`src/rtl/sy_ppl_dcache_arb.sv`:
```
`default_nettype none
// ============================================================================
// Module   : sy_ppl_dcache_arb
// Purpose  : Shares the single dcache request port among NREQ requesters
//            (0 = LSU, 1 = PTW, 2 = flush sequencer). One transaction is in
//            flight at a time. The arbiter picks a requester round-robin and
//            keeps the grant until the response arrives. Ack, response valid
//            and read data go back to the owning requester only.
// Ports    : clk_i, rst_i         clock, synchronous active-high reset
//            req_*_i              packed per-requester request fields
//            req_kill_i           per-requester abort of its own request
//            req_ack_o            one-hot acceptance back to requester
//            rsp_vld_o            one-hot response valid back to owner
//            rsp_rdata_o          shared response data (valid with rsp_vld_o)
//            dcache_*_o           selected request toward the dcache
//            dcache_kill_o        abort of the accepted in-flight access
//            dcache_ack_i/rsp_*   dcache handshake and response
// Revision : 1.0 - initial release
// ============================================================================
module sy_ppl_dcache_arb #(
  parameter int NREQ = 3,
  parameter int AWTH = 64,
  parameter int DWTH = 64
) (
  input  logic                   clk_i,
  input  logic                   rst_i,
  input  logic [NREQ-1:0]        req_vld_i,
  input  logic [NREQ*AWTH-1:0]   req_addr_i,
  input  logic [NREQ*DWTH-1:0]   req_wdata_i,
  input  logic [NREQ-1:0]        req_we_i,
  input  logic [NREQ*DWTH/8-1:0] req_be_i,
  input  logic [NREQ*2-1:0]      req_size_i,
  input  logic [NREQ-1:0]        req_kill_i,
  output logic [NREQ-1:0]        req_ack_o,
  output logic [NREQ-1:0]        rsp_vld_o,
  output logic [DWTH-1:0]        rsp_rdata_o,
  output logic                   dcache_req_o,
  output logic [AWTH-1:0]        dcache_addr_o,
  output logic [DWTH-1:0]        dcache_wdata_o,
  output logic                   dcache_we_o,
  output logic [DWTH/8-1:0]      dcache_be_o,
  output logic [1:0]             dcache_size_o,
  output logic                   dcache_kill_o,
  input  logic                   dcache_ack_i,
  input  logic                   dcache_rsp_vld_i,
  input  logic [DWTH-1:0]        dcache_rdata_i
);

  localparam int PW = $clog2(NREQ);
  localparam int BW = DWTH / 8;

  typedef enum logic [1:0] {
    ST_IDLE  = 2'd0,
    ST_ISSUE = 2'd1,
    ST_WAIT  = 2'd2
  } state_t;

  state_t          r_state;
  state_t          w_nxt_state;
  logic [PW-1:0]   r_owner;
  logic [PW-1:0]   w_nxt_owner;
  logic [PW-1:0]   r_ptr;
  logic [PW-1:0]   w_nxt_ptr;
  logic            r_rst_q;

  logic            w_blk;
  logic            w_cand_vld;
  logic [PW-1:0]   w_cand;
  logic [PW:0]     w_idx;
  logic [PW-1:0]   w_sel;
  logic [PW-1:0]   w_owner_inc;
  logic            w_owner_kill;
  logic            w_req;
  logic            w_kill;
  logic [NREQ-1:0] w_ack_vec;
  logic [NREQ-1:0] w_rsp_vec;

  logic [AWTH-1:0] w_addr  [NREQ];
  logic [DWTH-1:0] w_wdata [NREQ];
  logic [BW-1:0]   w_be    [NREQ];
  logic [1:0]      w_size  [NREQ];

  for (genvar gi = 0; gi < NREQ; gi++) begin : g_unpack
    assign w_addr[gi]  = req_addr_i[gi*AWTH +: AWTH];
    assign w_wdata[gi] = req_wdata_i[gi*DWTH +: DWTH];
    assign w_be[gi]    = req_be_i[gi*BW +: BW];
    assign w_size[gi]  = req_size_i[gi*2 +: 2];
  end

  // Outputs stay quiet while reset is held and for one cycle after it.
  assign w_blk = rst_i | r_rst_q;

  // Round-robin scan starting at the priority pointer, wrapping at NREQ.
  always_comb begin
    w_cand_vld = 1'b0;
    w_cand     = '0;
    w_idx      = '0;
    for (int k = 0; k < NREQ; k++) begin
      w_idx = {1'b0, r_ptr} + (PW+1)'(k);
      if (w_idx >= (PW+1)'(NREQ)) begin
        w_idx = w_idx - (PW+1)'(NREQ);
      end
      if (!w_cand_vld && req_vld_i[w_idx[PW-1:0]] && !req_kill_i[w_idx[PW-1:0]]) begin
        w_cand_vld = 1'b1;
        w_cand     = w_idx[PW-1:0];
      end
    end
  end

  assign w_owner_inc  = (r_owner == PW'(NREQ-1)) ? '0 : r_owner + 1'b1;
  assign w_owner_kill = req_kill_i[r_owner];

  // In IDLE the mux follows the candidate so a grant has no extra latency.
  assign w_sel = (r_state == ST_IDLE) ? w_cand : r_owner;

  always_comb begin
    w_nxt_state = r_state;
    w_nxt_owner = r_owner;
    w_nxt_ptr   = r_ptr;
    w_req       = 1'b0;
    w_kill      = 1'b0;
    w_ack_vec   = '0;
    w_rsp_vec   = '0;
    if (!w_blk) begin
      case (r_state)
        ST_IDLE: begin
          if (w_cand_vld) begin
            w_req       = 1'b1;
            w_nxt_owner = w_cand;
            if (dcache_ack_i) begin
              w_ack_vec[w_cand] = 1'b1;
              w_nxt_state       = ST_WAIT;
            end else begin
              w_nxt_state = ST_ISSUE;
            end
          end
        end
        ST_ISSUE: begin
          // A kill before acceptance wins over a same-cycle ack and leaves
          // the pointer where it was.
          if (w_owner_kill) begin
            w_nxt_state = ST_IDLE;
          end else begin
            w_req = 1'b1;
            if (dcache_ack_i) begin
              w_ack_vec[r_owner] = 1'b1;
              w_nxt_state        = ST_WAIT;
            end
          end
        end
        ST_WAIT: begin
          if (w_owner_kill) begin
            w_kill      = 1'b1;
            w_nxt_state = ST_IDLE;
            w_nxt_ptr   = w_owner_inc;
          end else if (dcache_rsp_vld_i) begin
            w_rsp_vec[r_owner] = 1'b1;
            w_nxt_state        = ST_IDLE;
            w_nxt_ptr          = w_owner_inc;
          end
        end
        default: begin
          w_nxt_state = ST_IDLE;
        end
      endcase
    end
  end

  always_ff @(posedge clk_i) begin
    r_rst_q <= rst_i;
    if (rst_i) begin
      r_state <= ST_IDLE;
      r_owner <= '0;
      r_ptr   <= '0;
    end else begin
      r_state <= w_nxt_state;
      r_owner <= w_nxt_owner;
      r_ptr   <= w_nxt_ptr;
    end
  end

  assign req_ack_o      = w_ack_vec;
  assign rsp_vld_o      = w_rsp_vec;
  assign rsp_rdata_o    = (|w_rsp_vec) ? dcache_rdata_i : '0;
  assign dcache_req_o   = w_req;
  assign dcache_kill_o  = w_kill;
  assign dcache_addr_o  = w_addr[w_sel];
  assign dcache_wdata_o = w_wdata[w_sel];
  assign dcache_we_o    = w_req & req_we_i[w_sel];
  assign dcache_be_o    = w_be[w_sel];
  assign dcache_size_o  = w_size[w_sel];

`ifndef SYNTHESIS
  a_ack_onehot: assert property (@(posedge clk_i) $onehot0(req_ack_o));
  a_rsp_onehot: assert property (@(posedge clk_i) $onehot0(rsp_vld_o));
  a_owner_stable: assert property (@(posedge clk_i) disable iff (rst_i)
    (r_state != ST_IDLE) |=> (r_owner == $past(r_owner)));
  a_no_req_wait: assert property (@(posedge clk_i)
    (r_state == ST_WAIT) |-> !dcache_req_o);
`endif

endmodule
`default_nettype wire

```
`config.mk`:
```
export PLATFORM = sky130hd
export DESIGN_NAME = sy_ppl_dcache_arb
export DESIGN_NICKNAME = d
export VERILOG_FILES = /design/src/rtl/sy_ppl_dcache_arb.sv
export SDC_FILE = /design/constraint.sdc
export NUM_CORES = 1
export LEC_CHECK = 0
export CAP_MARGIN = 15
export CORE_AREA = 10 10 264 266
export CTS_CLUSTER_DIAMETER = 30
export DETAILED_ROUTE_END_ITERATION = 10
export DIE_AREA = 0 0 274 276
export GPL_ROUTABILITY_DRIVEN = 0
export SYNTH_ARGS = -nofsm -noshare
export SYNTH_HDL_FRONTEND = slang
export SYNTH_SLANG_ARGS = --single-unit
```
`constraint.sdc`:
```
create_clock -name clk_i -period 5.87 [get_ports clk_i]
set_input_delay 0.8805 -clock clk_i [delete_from_list [all_inputs] [get_ports clk_i]]
set_output_delay 0.8805 -clock clk_i [all_outputs]
set_load 0.02 [all_outputs]
```
Word-level counts from Yosys, hierarchy flattened

Index checks and enable logic that the tools add are counted.

Output and inout port bits: 211
Logic and storage cells: 120
Input port bits: 491
Flip-flop bits (word level): 7

Add/sub/neg operators: 6
Order comparisons: 12
Muxes and demuxes: 70
Bitwise operators: 4
Reduce and logical (&&, ||, !) cells: 18
Equality and inequality tests: 6

Operators by type and width:

| cell                  | count |
|---|---|
| $mux W64              | 5 |
| $bmux W64 S2          | 2 |
| $mux W2               | 18 |
| $mux W3               | 9 |
| $mux W1               | 19 |
| $lt A2 B3 Y1 const B  | 6 |
| $bmux W1 S2           | 8 |
| $bmux W8 S2           | 1 |
| $mux W8               | 2 |
| $logic_and A1 B1 Y1   | 7 |
| $ge A3 B2 Y1 const B  | 2 |
| $ne A3 B3 Y1 const B  | 2 |
| $pmux W2 S3           | 1 |
| $pmux W3 S2           | 1 |
| $reduce_and A3 Y1     | 2 |
| $sub A2 B2 Y2 const B | 3 |
| $logic_not A1 Y1      | 5 |
| $bmux W2 S2           | 1 |
| $demux W1 S2          | 2 |
| $eq A2 B2 Y1 const B  | 2 |
| $ge A2 B1 Y1 const B  | 2 |
| $reduce_and A4 Y1     | 1 |
| $add A2 B1 Y3 const B | 1 |
| $add A2 B2 Y3 const B | 1 |
| 13 further kinds      | 13 |

Logic depth before layout (Yosys ltp)

Depth after elaboration: 23
Mapped depth: 12
Gate-level depth less buffers: 8

Worst setup path before layout

Ideal clock, no wire load.

Kind: input -> output
Start: input port req_kill_i[0]
End: output port req_ack_o[0]
Stages: 6
Path buffers: 0
Path slack: 1990 ps
Data required time: 4990 ps
Arrival time: 3000 ps
Cells stage by stage: or4b_1 and2_1 mux2_4 mux2_4 or3b_2 a21oi_1

Word-level cells in the longest chain between the ends: 21
Elaborated cells on any way between the ends: 34
Those cells by class: order compare (2); mux (21); reduce/logical (11)

Ends and longest elaborated chain:

| item                                                                      | RTL line | text |
|---|---|---|
| from (decl)                                                               | 33       | `input logic [NREQ-1:0] req_kill_i,` |
| $bmux W1 S2                                                               | 103      | `if (!w_cand_vld && req_vld_i[w_idx[PW-1:0]] && !req_kill_i[w_idx[PW-1:0]]) begin` |
| $mux W1 (not written as such)                                             | 103      |  |
| $logic_not A1 Y1                                                          | 103      |  |
| $logic_and A1 B1 Y1                                                       | 103      |  |
| $mux W1                                                                   | 103      |  |
| $logic_not A1 Y1                                                          | 103      |  |
| $logic_and A1 B1 Y1 (2 in series)                                         | 103      |  |
| $mux W1                                                                   | 103      |  |
| (+4 left out)                                                             | n/a      |  |
| $lt A2 B3 Y1 (not written as such) / $ge A2 B1 Y1 (equally long branches) | 131      | `w_ack_vec[w_cand] = 1'b1;` |
| $logic_and A1 B1 Y1 (not written as such)                                 | 131      |  |
| $mux W1 (not written as such)                                             | 131      |  |
| $demux W1 S2                                                              | 131      |  |
| $mux W3                                                                   | 130      | `if (dcache_ack_i) begin` |
| $mux W3                                                                   | 127      | `if (w_cand_vld) begin` |
| $pmux W3 S2 (*)                                                           | 125      | `case (r_state)` |
| $mux W3 (*)                                                               | 124      | `if (!w_blk) begin` |
| to (decl)                                                                 | 34       | `output logic [NREQ-1:0] req_ack_o,` |

Mark *: on every way between the ends. The rest lies on a longest branch, timed or not. The select of a mux whose other input is x is not followed.

Worst setup path in the final report

Start: input port req_kill_i[2]
End: output port dcache_addr_o[59]

Word-level cells in the longest chain between the ends: 18
Elaborated cells on any way between the ends: 26
Those cells by class: mux (15); bitwise (1); reduce/logical (10)

Ends and longest elaborated chain:

| item                                             | RTL line | text |
|---|---|---|
| $bmux W1 S2                                      | 103      |  |
| $mux W1 (not written as such)                    | 103      |  |
| $logic_not A1 Y1                                 | 103      |  |
| $logic_and A1 B1 Y1                              | 103      |  |
| $mux W1                                          | 103      |  |
| $logic_not A1 Y1                                 | 103      |  |
| $logic_and A1 B1 Y1 (2 in series)                | 103      |  |
| $mux W1                                          | 103      |  |
| $logic_not A1 Y1                                 | 103      |  |
| $logic_and A1 B1 Y1 (2 in series)                | 103      |  |
| $mux W2 (*)                                      | 103      |  |
| $mux W2 (*)                                      | 114      | `assign w_sel = (r_state == ST_IDLE) ? w_cand : r_owner;` |
| $not A2 Y3 (not written as such) (*)             | 187      | `assign dcache_addr_o = w_addr[w_sel];` |
| $bmux W64 S2 (*)                                 | 187      |  |
| $mux W64 (not written as such) (*) (2 in series) | 187      |  |
| to (decl)                                        | 38       | `output logic [AWTH-1:0] dcache_addr_o,` |

Marks and branches as above.

==> results_dict.tcl <==
set metrics [dict create \
    p_switching_uw 954 \
    fmax_mhz 189 \
    status "finished clean" \
    synth-compound-area-share_pct 27.0 \
    syn2layout_area_growth_pct 167 \
    vias 9162 \
    leakage_uw 0.00457 \
    tns_ns 0 \
    clkLatencyLatePin_ns 0.23 \
    pwr-share-seq_pct 2.8 \
    finalHoldViolCount 0 \
    drv_slew 0 \
    fin_nets 1951 \
    yosysTopAreaCell "nand2_1" \
    multi_input_area_um2 4130 \
    track_usage_pct 12.2 \
    port_buffers 701 \
    grt_pass1_wl_um 68700 \
    powerDensity_nw_per_um2 154 \
    synthesis.nets 1323 \
    synth.distinct_cells 51 \
    critPathKind "input pin to primary output" \
    relSlewSlack_pct 50.9 \
    synth_warnings 0 \
    crit_arrival_ns 4.40 \
    drive_gt1_share_pct 4.26 \
    crit_path_end_kind "primary output" \
    grt_overflow 0 \
    htreeDepth 1 \
    drc 0 \
    synth.avg_cell_area_um2 5.78 \
    finalPower_uw 1980 \
    ys_seq_area_share_pct 2.93 \
    synthTopCellsByArea "nand2_1 (22%), o211ai_1 (20%), nand4_1 (18%), and2_1 (8.9%), clkbuf_1 (4.1%)" \
    rsz0062_at_grt "false" \
    hp-class "register to register" \
    synth_xor_area_share_pct 0 \
    final_common_cell "clkdlybuf4s50_1" \
    synth_adder_area_share_pct 0.784 \
    rows 93 \
    ff_latch_area_um2 140 \
    clock_skew_ns 0.000234 \
    clock_sinks 7 \
    cp_max_fo 55 \
    num_io_pins 702 \
    root_buffer "clkbuf_16" \
    antenna_found_initial 10 \
    cts_resized 0 \
    worstMarginPinSlew_ns 0.736 \
    wl_per_cell_um 21.9 \
    muxShareOfSynthArea_pct 1.49 \
    synth-seq-cells 7 \
    period_needed_ns 5.28 \
    synthCells 829 \
    cap_violations 0 \
    first_pass_iters 5 \
    holdBufCountCts 0 \
    drtIter0Drc 555 \
    synth_top_area_share_pct 22.5 \
    cts_buffer_depth 2 \
    routed_wl_um 50600 \
    combPwrFrac_pct 91.3 \
    antenna_left 0 \
    layout_common_cells "clkdlybuf4s50_1 (694), nand2_1 (286), nand4_1 (138)" \
    p_sw_share_pct 48.3 \
    grt_pass1_vias 9273 \
    die_y_um 276 \
    crit_required_ns 4.99 \
    numCtsBuffers 3 \
    grt_max_degree 79 \
    p_clk_share_pct 5.9 \
    fillers 7186 \
    report.final.setup_viol 0 \
    cts_setup_buffers 0 \
    reg2reg_slack_ns 2.94 \
    clk_pin_slew_ns 0.04 \
    ir_worst_vdd_uv 76.3 \
    vias_per_cell 3.96 \
    cts_tree "built" \
    synth_top_family_by_area "simple AND/OR/NAND/NOR gates" \
    fp.coreArea_um2 64100 \
    fp.dieW_um 274 \
    start_util_pct 7.47 \
    finalCritPeriodShare_pct 90.0 \
    dp_hpwl_um 44300 \
    die-area_um2 75600 \
    internal_power_uw 1020 \
    syn_area_um2 4790 \
    synth_simple_gate_area_share_pct 56.1 \
    cp-start-kind "input pin" \
]
-- area by class of cell --
class | instances | share of cell area (%)
repair buffers | 726 | 57.4
multi-input cells | 713 | 32.3
well taps | 855 | 8.36
flip-flops and latches | 7 | 1.10
clock buffers | 4 | 0.616
inverters | 6 | 0.176
diodes | 1 | 0.0196
-- worst paths after layout --
path                             end                     from  cells past startpoint
max reg2reg  r_state[0]$_SDFFE_PP0P_    r_ptr[0]$_SDFFE_PP0P_                      8
max                dcache_addr_o[59]            req_kill_i[2]                      9
min reg2reg  r_state[0]$_SDFFE_PP0P_  r_state[0]$_SDFFE_PP0P_                      2
min          r_state[0]$_SDFFE_PP0P_  r_state[0]$_SDFFE_PP0P_                      2
-- per-stage QoR --
step	setup WS [ns]	util (%)	hold slack [ns]	area, µm²	instances
6_report	0.586	20.0	0.553	12800	2312
5_1_grt	0.418	20.0	0.594	12800	2312
4_1_cts	0.653	20.0	0.549	12800	2311
3_5_place_dp	0.659	19.8	0.541	12700	2307
3_3_place_gp	0.698	19.8	0.542	12700	2307
2_1_floorplan	1.99	-	0.491	4790	829
-- critical path, stage by stage --
cell	delay, ns
clkdlybuf4s50_1	0.55
nor4bb_1	0.53
nor3_1	0.23
nor4_4	0.33
mux2_4	0.38
a21oi_4	0.25
buf_12	0.26
o211ai_1	0.25
clkdlybuf4s50_1	0.61
-- registers in the layout, indices dropped and copies added, names as in the netlist --
register / cells
r_owner: 2
r_ptr: 2
r_rst_q: 1
r_state: 2
-- metal layers --
metal | track usage [%] | routed length (µm)
met2 | 21.8 | 24500
met1 | 12.5 | 18100
met4 | 3.03 | 1430
met3 | 5.72 | 6530
met5 | 0 | 38
-- Yosys cell counts (all sizes together) --
library cell	instances
a211o	1
a211oi	1
a21oi	7
a221oi	2
a22o	2
a22oi	1
a311oi	1
a31oi	2
a41oi	1
and2	68
and3	1
and4bb	3
buf	51
clkbuf	52
dfxtp	7
ha	3
inv	6
mux2	3
mux2i	3
nand2	287
nand2b	1
nand3	3
nand3b	2
nand4	138
nand4bb	1
nor2	13
nor2b	3
nor3	5
nor3b	3
nor4	4
nor4b	1
nor4bb	3
o2111ai	1
o211ai	139
o21ai	2
o21bai	1
o2bb2ai	1
o31ai	1
o41ai	1
or2	1
or3b	1
or4b	2
-- power by group through the flow --
stage	Sequential, µW	Clock [µW]	Combinational [µW]
after floorplan	52.2	0	818
after global placement	56.6	0	1830
after detailed placement	56.3	0	1820
after CTS	55.5	118	1830
after global routing	56.2	121	1930
final	55.8	116	1800
-- cell families (layout without fill, tap and decap cells) --
logic type	count (synthesis)	in the layout
and+or+nand+nor	540	540
AOI/OAI and AO/OA	164	164
buffers and inverters	109	736
DFF	7	7
muxes	6	6
adders and majority gates	3	3
other	0	1
(Power assumes the default switching activity.)
